<file path="config.mk">
export PLATFORM = sky130hd
export DESIGN_NAME = tx_packetizer_flat
export DESIGN_NICKNAME = d
export VERILOG_FILES = /design/src/rtl/tx_packetizer_if.sv /design/src/rtl/tx_packetizer.sv /design/src/flat_wrapper.sv
export SDC_FILE = /design/constraint.sdc
export NUM_CORES = 1
export LEC_CHECK = 0
export CORE_MARGIN = 2
export CORE_UTILIZATION = 63
export DETAILED_ROUTE_END_ITERATION = 10
export PLACE_DENSITY = 0.84
export RECOVER_POWER = 25
export SYNTH_ARGS = -nofsm -noshare
export SYNTH_HDL_FRONTEND = slang
export SYNTH_SLANG_ARGS = --single-unit
</file>
<file path="constraint.sdc">
create_clock -name i_clk -period 6.46 [get_ports i_clk]
set_input_delay 1.292 -clock i_clk [delete_from_list [all_inputs] [get_ports i_clk]]
set_output_delay 1.292 -clock i_clk [all_outputs]
set_load 0.02 [all_outputs]
</file>
<file path="src/rtl/tx_packetizer_if.sv">
// tx_packetizer_if: control, payload and serial-output bundle of the packetizer.
//   clk_enable            bit-rate strobe
//   start, len            packet request and payload length (bytes)
//   data_in, data_valid,
//   data_ready            payload byte handshake
//   bit_out, bit_vld,
//   trn_flag              serial output bit, valid, training-prefix flag
//   busy, pkt_done,
//   underflow             status
// master = packet source / bit sink (testbench); slave = tx_packetizer.
interface tx_packetizer_if #(
  parameter int unsigned LEN_WIDTH = 8
) ();
  logic                 clk_enable;
  logic                 start;
  logic [LEN_WIDTH-1:0] len;
  logic [7:0]           data_in;
  logic                 data_valid;
  logic                 data_ready;
  logic                 bit_out;
  logic                 bit_vld;
  logic                 trn_flag;
  logic                 busy;
  logic                 pkt_done;
  logic                 underflow;

  modport master (
    output clk_enable, start, len, data_in, data_valid,
    input  data_ready, bit_out, bit_vld, trn_flag, busy, pkt_done, underflow
  );

  modport slave (
    input  clk_enable, start, len, data_in, data_valid,
    output data_ready, bit_out, bit_vld, trn_flag, busy, pkt_done, underflow
  );
endinterface

</file>
<file path="src/rtl/tx_packetizer.sv">
// tx_packetizer: serialises one packet as TRN training field, LEN_WIDTH-bit length
// header (MSB first) and len payload bytes (MSB first), one bit per clk_enable strobe.
// Ports:
//   i_clk   sole clock, rising edge
//   i_rst   asynchronous reset, active low
//   io_bus  tx_packetizer_if.slave (strobe, start/len, byte handshake, bit output, status)
// A one-byte prefetch buffer is filled on any clk edge; bytes are moved into the
// shift register only on strobe edges at byte boundaries. A missing byte is sent
// as 0x00 and flagged in the sticky underflow bit.
module tx_packetizer #(
  parameter int unsigned TRN_LEN   = 256,
  parameter int unsigned TRN_POS   = 224,
  parameter int unsigned LEN_WIDTH = 8
) (
  input logic            i_clk,
  input logic            i_rst,
  tx_packetizer_if.slave io_bus
);

  localparam int unsigned MaxFld = (LEN_WIDTH > 8) ? LEN_WIDTH : 8;
  localparam int unsigned MaxCnt = (TRN_LEN > MaxFld) ? TRN_LEN : MaxFld;
  localparam int unsigned CntW   = $clog2(MaxCnt + 1);

  localparam logic [CntW-1:0] CntOne    = CntW'(1);
  localparam logic [CntW-1:0] CntTrnLen = CntW'(TRN_LEN);
  localparam logic [CntW-1:0] CntTrnPos = CntW'(TRN_POS);
  localparam logic [CntW-1:0] CntHdrLen = CntW'(LEN_WIDTH);
  localparam logic [CntW-1:0] CntByte   = CntW'(8);

  localparam logic [1:0] ST_IDLE = 2'd0;
  localparam logic [1:0] ST_TRN  = 2'd1;
  localparam logic [1:0] ST_HDR  = 2'd2;
  localparam logic [1:0] ST_PAY  = 2'd3;

  logic [1:0]           r_state;
  logic                 r_start_pend;
  logic [LEN_WIDTH-1:0] r_len;
  logic [LEN_WIDTH-1:0] r_bytes_left;  // payload bytes still to be loaded for emission
  logic [LEN_WIDTH-1:0] r_fetch_left;  // payload bytes still to be taken from data_in
  logic [CntW-1:0]      r_cnt;         // bits already emitted in the current field
  logic [LEN_WIDTH-1:0] r_hdr_sh;
  logic [7:0]           r_shift;
  logic [7:0]           r_buf;
  logic                 r_buf_full;
  logic                 r_bit_out;
  logic                 r_bit_vld;
  logic                 r_trn_flag;
  logic                 r_pkt_done;
  logic                 r_underflow;

  logic       w_busy;
  logic       w_data_ready;
  logic       w_xfer;
  logic       w_start_acc;
  logic       w_trn_bit;
  logic       w_hdr_end;
  logic       w_pay_end;
  logic       w_load;
  logic       w_finish;
  logic [7:0] w_byte;

  assign w_busy       = r_start_pend | (r_state != ST_IDLE);
  assign w_data_ready = ~r_buf_full & (r_state != ST_IDLE) & (r_fetch_left != '0);
  assign w_xfer       = io_bus.data_valid & w_data_ready;
  // A start in the pkt_done cycle is dropped so back-to-back requests cannot slip in.
  assign w_start_acc  = io_bus.start & ~w_busy & ~r_pkt_done;

  // Phase flips at TRN_POS, giving the single repeated pair at TRN_POS-1/TRN_POS.
  assign w_trn_bit = r_cnt[0] ^ (r_cnt >= CntTrnPos);

  assign w_hdr_end = (r_state == ST_HDR) & (r_cnt == CntHdrLen);
  assign w_pay_end = (r_state == ST_PAY) & (r_cnt == CntByte);
  assign w_load    = io_bus.clk_enable &
                     ((w_hdr_end & (r_len != '0)) | (w_pay_end & (r_bytes_left != '0)));
  assign w_finish  = (w_hdr_end & (r_len == '0)) | (w_pay_end & (r_bytes_left == '0));

  // A byte arriving on the very edge it is needed bypasses the empty buffer.
  assign w_byte = r_buf_full ? r_buf : (w_xfer ? io_bus.data_in : 8'h00);

  always_ff @(posedge i_clk or negedge i_rst) begin
    if (!i_rst) begin
      r_state      <= ST_IDLE;
      r_start_pend <= 1'b0;
      r_len        <= '0;
      r_bytes_left <= '0;
      r_fetch_left <= '0;
      r_cnt        <= '0;
      r_hdr_sh     <= '0;
      r_shift      <= '0;
      r_buf        <= '0;
      r_buf_full   <= 1'b0;
      r_bit_out    <= 1'b0;
      r_bit_vld    <= 1'b0;
      r_trn_flag   <= 1'b0;
      r_pkt_done   <= 1'b0;
      r_underflow  <= 1'b0;
    end else begin
      r_pkt_done <= 1'b0;

      if (w_start_acc) begin
        r_start_pend <= 1'b1;
        r_len        <= io_bus.len;
        r_underflow  <= 1'b0;
      end

      // Prefetch buffer, independent of the bit strobe.
      if (w_load) begin
        if (r_buf_full) begin
          r_buf_full <= 1'b0;
        end else begin
          // Either bypassed or skipped: that byte slot is consumed either way.
          r_fetch_left <= r_fetch_left - LEN_WIDTH'(1);
          if (!w_xfer) begin
            r_underflow <= 1'b1;
          end
        end
      end else if (w_xfer) begin
        r_buf        <= io_bus.data_in;
        r_buf_full   <= 1'b1;
        r_fetch_left <= r_fetch_left - LEN_WIDTH'(1);
      end

      if (io_bus.clk_enable) begin
        if (w_finish) begin
          r_state      <= ST_IDLE;
          r_bit_out    <= 1'b0;
          r_bit_vld    <= 1'b0;
          r_trn_flag   <= 1'b0;
          r_pkt_done   <= 1'b1;
          r_cnt        <= '0;
          r_buf_full   <= 1'b0;
          r_fetch_left <= '0;
        end else begin
          unique case (r_state)
            ST_IDLE: begin
              if (r_start_pend) begin
                r_start_pend <= 1'b0;
                r_state      <= ST_TRN;
                r_bit_out    <= 1'b0;
                r_bit_vld    <= 1'b1;
                r_trn_flag   <= 1'b1;
                r_cnt        <= CntOne;
                r_bytes_left <= r_len;
                r_fetch_left <= r_len;
              end
            end
            ST_TRN: begin
              if (r_cnt < CntTrnLen) begin
                r_bit_out  <= w_trn_bit;
                r_trn_flag <= (r_cnt < CntTrnPos);
                r_cnt      <= r_cnt + CntOne;
              end else begin
                r_state    <= ST_HDR;
                r_bit_out  <= r_len[LEN_WIDTH-1];
                r_hdr_sh   <= {r_len[LEN_WIDTH-2:0], 1'b0};
                r_trn_flag <= 1'b0;
                r_cnt      <= CntOne;
              end
            end
            ST_HDR: begin
              if (r_cnt < CntHdrLen) begin
                r_bit_out <= r_hdr_sh[LEN_WIDTH-1];
                r_hdr_sh  <= {r_hdr_sh[LEN_WIDTH-2:0], 1'b0};
                r_cnt     <= r_cnt + CntOne;
              end else begin
                r_state      <= ST_PAY;
                r_bit_out    <= w_byte[7];
                r_shift      <= {w_byte[6:0], 1'b0};
                r_bytes_left <= r_bytes_left - LEN_WIDTH'(1);
                r_cnt        <= CntOne;
              end
            end
            ST_PAY: begin
              if (r_cnt < CntByte) begin
                r_bit_out <= r_shift[7];
                r_shift   <= {r_shift[6:0], 1'b0};
                r_cnt     <= r_cnt + CntOne;
              end else begin
                r_bit_out    <= w_byte[7];
                r_shift      <= {w_byte[6:0], 1'b0};
                r_bytes_left <= r_bytes_left - LEN_WIDTH'(1);
                r_cnt        <= CntOne;
              end
            end
            default: r_state <= ST_IDLE;
          endcase
        end
      end
    end
  end

  assign io_bus.data_ready = w_data_ready;
  assign io_bus.bit_out    = r_bit_out;
  assign io_bus.bit_vld    = r_bit_vld;
  assign io_bus.trn_flag   = r_trn_flag;
  assign io_bus.busy       = w_busy;
  assign io_bus.pkt_done   = r_pkt_done;
  assign io_bus.underflow  = r_underflow;

endmodule

</file>
<file path="src/flat_wrapper.sv">
// flat-port wrapper written by rule: the top's interface ports become plain ports
module tx_packetizer_flat 
#(
  parameter int unsigned TRN_LEN   = 256,
  parameter int unsigned TRN_POS   = 224,
  parameter int unsigned LEN_WIDTH = 8
)
  (i_clk, i_rst, io_bus_clk_enable, io_bus_start, io_bus_len, io_bus_data_in, io_bus_data_valid, io_bus_data_ready, io_bus_bit_out, io_bus_bit_vld, io_bus_trn_flag, io_bus_busy, io_bus_pkt_done, io_bus_underflow);
  tx_packetizer_if #(.LEN_WIDTH(LEN_WIDTH)) io_bus_i ();
  input logic i_clk;
  input logic i_rst;
  input wire logic [$bits(io_bus_i.clk_enable)-1:0] io_bus_clk_enable;
  input wire logic [$bits(io_bus_i.start)-1:0] io_bus_start;
  input wire logic [$bits(io_bus_i.len)-1:0] io_bus_len;
  input wire logic [$bits(io_bus_i.data_in)-1:0] io_bus_data_in;
  input wire logic [$bits(io_bus_i.data_valid)-1:0] io_bus_data_valid;
  output wire logic [$bits(io_bus_i.data_ready)-1:0] io_bus_data_ready;
  output wire logic [$bits(io_bus_i.bit_out)-1:0] io_bus_bit_out;
  output wire logic [$bits(io_bus_i.bit_vld)-1:0] io_bus_bit_vld;
  output wire logic [$bits(io_bus_i.trn_flag)-1:0] io_bus_trn_flag;
  output wire logic [$bits(io_bus_i.busy)-1:0] io_bus_busy;
  output wire logic [$bits(io_bus_i.pkt_done)-1:0] io_bus_pkt_done;
  output wire logic [$bits(io_bus_i.underflow)-1:0] io_bus_underflow;
  assign io_bus_i.clk_enable = io_bus_clk_enable;
  assign io_bus_i.start = io_bus_start;
  assign io_bus_i.len = io_bus_len;
  assign io_bus_i.data_in = io_bus_data_in;
  assign io_bus_i.data_valid = io_bus_data_valid;
  assign io_bus_data_ready = io_bus_i.data_ready;
  assign io_bus_bit_out = io_bus_i.bit_out;
  assign io_bus_bit_vld = io_bus_i.bit_vld;
  assign io_bus_trn_flag = io_bus_i.trn_flag;
  assign io_bus_busy = io_bus_i.busy;
  assign io_bus_pkt_done = io_bus_i.pkt_done;
  assign io_bus_underflow = io_bus_i.underflow;
  tx_packetizer #(.TRN_LEN(TRN_LEN), .TRN_POS(TRN_POS), .LEN_WIDTH(LEN_WIDTH)) u_core (.i_clk(i_clk), .i_rst(i_rst), .io_bus(io_bus_i));
endmodule
</file>
==> impl_results.md, run 1 <==
* Run status: complete, but fails checks
* Failing checks: capacitance limit, slew limit
* Initial Util at 65.6%
* CTS Buffer Depth at 2
* Period utilization at 63.3%
* #FFs+latches synth at 64
* Setup Fix Bufs, Post-CTS at 0
* Initial antenna violation count at 0
* Syn nets at 402
* CTS Sinks at 64
* Rows at 27
* Clock skew at 0.00756 ns
* Dpl cells at 457
* Diode count at 0
* Slew Viols, Final at 65
* Post-CTS sizing at 0
* Worst vdd ir at 0.000291 V
* Buf+Inv Stages, Crit Path at 2
* Critical path endpoint category: async pin
* Worst Hold Margin at 0.493 ns
* Vias in the first global route at 2883
* Final hold violation count at 0
* Remaining DRCs at 0
* Depth of the CTS H-tree at 3
* Crit Path Category: in2async
* # fillers at 406
* Setup TNS at 0 ns
* Synthesized area at 3660 um2
* Largest net degree at the start of global routing at 65
* Leakage at 1.77 nW
* Die H at 80.2 um
* CP Max Fanout at 64
* Iter 0 DRT Violations at 242
* # port buffers at 27
* Post-Syn Instances at 370
* Clk_lat worst skew at 0.36 ns
* RSZ-0062 raised after global routing: false
* Dpl hpwl at 5.43 mm
* FF+latch area at 1600 um2
* Die area at 6430 um2
* TritonCTS Buffers at 9
* Worst EP arrival at 3.79 ns
* Total track usage at 27.2%
* I/O pin total at 28
* Total Power at 0.00188 W
* Clk slew on worst S/H paths at 0.06 ns
* Critical path's slowest cell: clkbuf_1
* Type of the worst min-delay path: reg2reg
* Sequential share of the synthesized area at 43.8%
* Via Count at 2905
* Routability Congestion at 0.900
* Worst EP required at 6.16 ns
* Fin crit period at 4.09 ns
* Area of the multi-input gates at 1900 um2
* TritonCTS clock tree: yes
* Setup violations, final at 0
* Final ANT Viol Nets at 0
* Count of cell types in the netlist at 61
* Critical path, cell by cell: buf_2 -> clkbuf_1
* Wire per inst at 16.7 um
* Worst-margin pin slew at 3.39 ns
* Layout Cells excl Fill at 471
* Root buf cell: clkbuf_8
* Yosys warning count at 0
* Critical Path Start Type: input pin
* Share of cells above drive strength 1 at 13.0%
* Syn Area/Cell at 9.89 um2
* Critical path's top delay family: buffers and inverters
* Nets@finish at 428
* Max Fclk at 245 MHz
* Die W at 80.2 um
* Largest incremental delay on the critical path at 2.38 ns
* DR vias/cell at 6.17
* # Max-Cap Violations at 1
* Ys flop type: dfrtp_1
* Area added between synthesis and finish at 13.0%
* Cts hold-fix bufs at 0
* Final wirelength at 7.87 mm
* Power per cell area at 454 nW/um2
* Fraction of registers with async set or reset after synthesis at 100%
* Relative slew margins at -126%
* Total gr overflow at 0
* Post-synth EDFFs at 0
* First-pass GRT wire length at 13.3 mm
* Core area at 5570 um2
* 1st-pass router iterations at 5
==> cells in the final DEF (no fill, tap or decap), types with 3 or more instances in the layout <==
cell,Yosys,routed
xor2_1,10,10
mux2i_1,7,7
buf_4,1,3
o31ai_1,3,3
o211ai_1,3,3
clkbuf_8,0,12
o32ai_1,3,3
a31oi_1,3,3
nor2b_1,5,5
xnor2_1,4,4
nand2_1,44,44
o21ai_0,11,11
nand3_1,10,10
nor3_1,8,8
o21ai_1,13,13
nor3b_1,3,3
mux2_2,8,8
o22a_1,3,3
clkdlybuf4s50_1,0,26
o2bb2ai_1,8,8
o22ai_1,10,10
nor2_1,32,32
and3_1,8,8
dfrtp_1,64,64
ha_1,11,11
nor4b_2,4,4
a21o_1,4,4
mux2_4,8,8
inv_1,18,18
a21oi_1,14,14
==> kinds of logic after synthesis <==
family | after synthesis | synth area share, %
multiplexers | 23 | 7.66
AO/OA/AOI/OAI | 94 | 18.3
flip-flops | 64 | 43.8
XOR/XNOR | 14 | 3.35
AND/OR/NAND/NOR | 130 | 19.0
adder cells (fa/ha/maj) | 11 | 3.76
buffers and inverters | 34 | 4.17
==> report_power, final <==
group	internal (W)	switching, W	total, W
combinational	0.000368	0.000467	0.000835
clock	0.000166	0.000154	0.000320
sequential	0.000564	0.000157	0.000721
total	0.00110	0.000777	0.00188
==> path summary, 6_finish.rpt <==
kind                       cells past startpoint                      end                from  slack [ns]
min in group asynchronous                      2          u_core.r_cnt[4]               i_rst        2.18
max reg2reg                                    7        u_core.r_shift[1]   u_core.r_state[0]        3.71
min                                            2       u_core.r_hdr_sh[2]  u_core.r_hdr_sh[2]        0.49
max in group i_clk                             5              io_bus_busy   u_core.r_state[1]        2.55
min reg2reg                                    2       u_core.r_hdr_sh[2]  u_core.r_hdr_sh[2]        0.49
max                                            2  u_core.io_bus.underflow               i_rst        2.37
==> through the flow <==
step	setup WS, ns	util (%)	cell area [um2]
5_1_grt	1.63	74.2	4140
4_1_cts	2.58	74.3	4140
2_1_floorplan	3.78	-	3660
3_3_place_gp	3.08	71.0	3960
3_5_place_dp	2.99	71.0	3960
6_report	2.37	74.2	4140
==> cell usage after synthesis, types with 3 or more instances <==
master | number | area (um2)
o22ai_1 | 10 | 62.6
mux2_4 | 8 | 120
mux2i_1 | 7 | 70.1
nor3_1 | 8 | 40.0
o31ai_1 | 3 | 22.5
xnor2_1 | 4 | 35.0
nor2_1 | 32 | 120
clkbuf_1 | 7 | 26.3
a21o_1 | 4 | 30.0
inv_1 | 18 | 67.6
o22a_1 | 3 | 26.3
o21ai_1 | 13 | 65.1
o211ai_1 | 3 | 22.5
nor3b_1 | 3 | 22.5
nand2_1 | 44 | 165
nand3_1 | 10 | 50.1
nor2b_1 | 5 | 31.3
buf_2 | 5 | 25.0
nor4b_2 | 4 | 60.1
dfrtp_1 | 64 | 1600
xor2_1 | 10 | 87.6
mux2_2 | 8 | 90.1
o32ai_1 | 3 | 26.3
o21ai_0 | 11 | 55.1
a21oi_1 | 14 | 70.1
o2bb2ai_1 | 8 | 70.1
a31oi_1 | 3 | 18.8
and3_1 | 8 | 50.1
ha_1 | 11 | 138
==> per-layer routing <==
layer	vias up	share of wire, %	GRT usage, %
li1	1388	-	-
met1	1403	45	35.4
met2	93	48	43.0
met3	21	5.1	5.06
met4	0	2.7	14.4
met5	-	0	0
==> area by class of cell <==
cell class / instances / share of cell area, %
Clock buffer: 12 / 3.99
Clock inverter: 2 / 0.363
Inverter: 18 / 1.63
Multi-Input combinational cell: 272 / 46.1
Sequential cell: 64 / 38.7
Tap cell: 72 / 2.18
Timing Repair Buffer: 31 / 7.05
==> state kept, by name, indices dropped and copies added (netlist names), 2 cells and up <==
name,cells
u_core.r_buf,8
u_core.r_bytes_left,8
u_core.r_cnt,9
u_core.r_fetch_left,8
u_core.r_hdr_sh,7
u_core.r_len,8
u_core.r_shift,7
u_core.r_state,2
No activity file was read; power rests on OpenSTA's default activity.
==> run 2, diff against run 1 <==
Settings changed: CORE_UTILIZATION 63 to 59, PLACE_DENSITY 0.84 to 0.79.
Clock period 6.46 ns to 3.8 ns, I/O delays scaled along.
==> impl_results.md, run 2 (synthesis gave the netlist of run 1 again) <==
* Relative slew margins at -56.5%
* Period utilization at 84.0%
* Initial antenna violation count at 0
* Largest incremental delay on the critical path at 0.57 ns
* TritonCTS Buffers at 9
* Core area at 5960 um2
* Launch point of the worst path: u_core.r_state[0]
* Rows at 28
* First-pass GRT wire length at 13.6 mm
* Die W at 82.7 um
* Critical R2R Capture: u_core.r_shift[1]
* Die area at 6850 um2
* Routability Congestion at 0.879
* Most frequent cells in the layout: 64 x dfrtp_1, 44 x nand2_1, 32 x nor2_1
* Area of the multi-input gates at 1900 um2
* Clk slew on worst S/H paths at 0.07 ns
* Largest net degree at the start of global routing at 43
* Clk pwr share at 20.0%
* Critical Path End: io_bus_busy
* CP Max Fanout at 16
* Critical path's slowest cell: clkdlybuf4s50_1
* # Max-Cap Violations at 1
* Run status: complete, but fails checks
* CTS Buffer Depth at 2
* Power per cell area at 788 nW/um2
* Worst Hold Margin at 0.490 ns
* Diode count at 0
* Critical path, cell by cell: inv_1 -> ha_1 -> buf_4 -> nor2b_1 -> inv_1 -> clkdlybuf4s50_1
* Final hold violation count at 0
* Area added between synthesis and finish at 14.5%
* Switching power at 0.00133 W
* Setup TNS at 0 ns
* Top cell by count, worst path: inv_1
* Failing checks: capacitance limit, slew limit
* RR Startpoint: u_core.r_state[0]
* Sequential power share at 37.0%
* Combinational Power Share at 43.1%
* Worst EP required at 3.04 ns
* Nets@finish at 429
* Dpl hpwl at 5.59 mm
* CTS Sinks at 64
* Clock skew at 0.00997 ns
* Vias in the first global route at 2778
* Top reg by flops: u_core.r_cnt
* Worst-margin pin slew at 2.35 ns
* Final ANT Viol Nets at 0
* Crit Path Category: reg2out
* 1st-pass router iterations at 5
* Initial Util at 61.4%
* Via Count at 2909
* Depth of the CTS H-tree at 3
* Total track usage at 26.8%
* Reg2Reg Depth at 7
* Fin crit period at 3.19 ns
* Setup Fix Bufs, Post-CTS at 0
* Clk_lat worst skew at 0.35 ns
* Worst vdd ir at 0.000539 V
* # fillers at 482
* TritonCTS clock tree: yes
* FF+latch area at 1600 um2
* DR vias/cell at 6.10
* Iter 0 DRT Violations at 288
* Critical Path Start Type: flip-flop
* Type of the worst min-delay path: reg2reg
* Worst EP arrival at 2.43 ns
* Remaining DRCs at 0
* RSZ-0062 raised after global routing: false
* I/O pin total at 28
* Internal power at 0.00197 W
* Total gr overflow at 0
* Share of cells above drive strength 1 at 13.4%
* Critical path endpoint category: output port
* Largest register FFs at 9
* Cts hold-fix bufs at 0
* Setup violations, final at 0
* Most common cell after layout, fill and taps aside: dfrtp_1
* # port buffers at 27
* Slew Viols, Final at 43
* Setup slack, reg-to-reg at 1.12 ns
* Wire per inst at 17.0 um
* Max Fclk at 313 MHz
* Final wirelength at 8.11 mm
* Net Sw Frac at 40.2%
* Die H at 82.7 um
* Root buf cell: clkbuf_8
* Leakage at 1.80 nW
* Post-CTS sizing at 0
==> run 2: cell types whose count changed in the layout (fill, tap and decap cells not counted), sizes merged <==
cell	delta
clkinv	+1
buf	+1
clkbuf	-1
bufinv	+2
==> run 2: routing by layer <==
metal  GRT usage [%]  wire, um  up-vias
met2            43.1      3950       93
met3            8.26       525       14
met4            7.21        85        0
met5               0         0        -
li1                -         -     1387
met1            35.2      3550     1415
==> run 2: how the worst min path moves through the flow <==
stage / from / to / slack, ns / cells after the start
final: u_core.r_shift[3] / u_core.r_shift[3] / 0.49 / 2
after global routing: u_core.r_shift[1] / u_core.r_shift[1] / 0.50 / 1
after CTS: u_core.r_shift[1] / u_core.r_shift[1] / 0.49 / 1
after detailed placement: u_core.r_hdr_sh[1] / u_core.r_hdr_sh[1] / 0.48 / 2
after global placement: u_core.r_shift[1] / u_core.r_shift[1] / 0.47 / 1
after floorplan: u_core.r_hdr_sh[1] / u_core.r_hdr_sh[1] / 0.45 / 2
==> run 2: power by group through the flow <==
| stage | combinational, W | sequential, W | clock, W |
|---|---|---|---|
| after floorplan | 0.00112 | 0.00115 | 0 |
| after global placement | 0.00136 | 0.00122 | 0 |
| after detailed placement | 0.00141 | 0.00123 | 0 |
| after CTS | 0.00142 | 0.00122 | 0.000669 |
| after global routing | 0.00162 | 0.00126 | 0.000697 |
| final | 0.00142 | 0.00122 | 0.000659 |
==> run 2: critical path: cells and delay by family, from the launching register on <==
family	cells	cell delay, ns
adder cells (fa/ha/maj)	1	0.16
buffers and inverters	4	1.07
flip-flops	1	0.40
AND/OR/NAND/NOR	1	0.45
==> run 2: layout make-up <==
| type | instances | share of cell area (%) |
|---|---|---|
| sequential | 64 | 38.2 |
| clock buffer | 11 | 3.37 |
| clock inverter | 5 | 1.91 |
| tap | 75 | 2.24 |
| timing repair buffer | 32 | 7.20 |
| multi-input combinational | 272 | 45.4 |
| inverter | 18 | 1.61 |
==> run 2: through the flow <==
step / total power (W) / worst slack [ns] / cell area [um2] / std cells / utilization (%)
after floorplan: 0.00227 / 1.63 / 3660 / 370 / -
after global routing: 0.00357 / 0.489 / 4190 / 477 / 70.4
final: 0.00330 / 0.607 / 4190 / 477 / 70.4
after global placement: 0.00258 / 1.05 / 3970 / 461 / 66.7
after detailed placement: 0.00264 / 1.01 / 3970 / 461 / 66.7
after CTS: 0.00331 / 0.625 / 4190 / 477 / 70.4
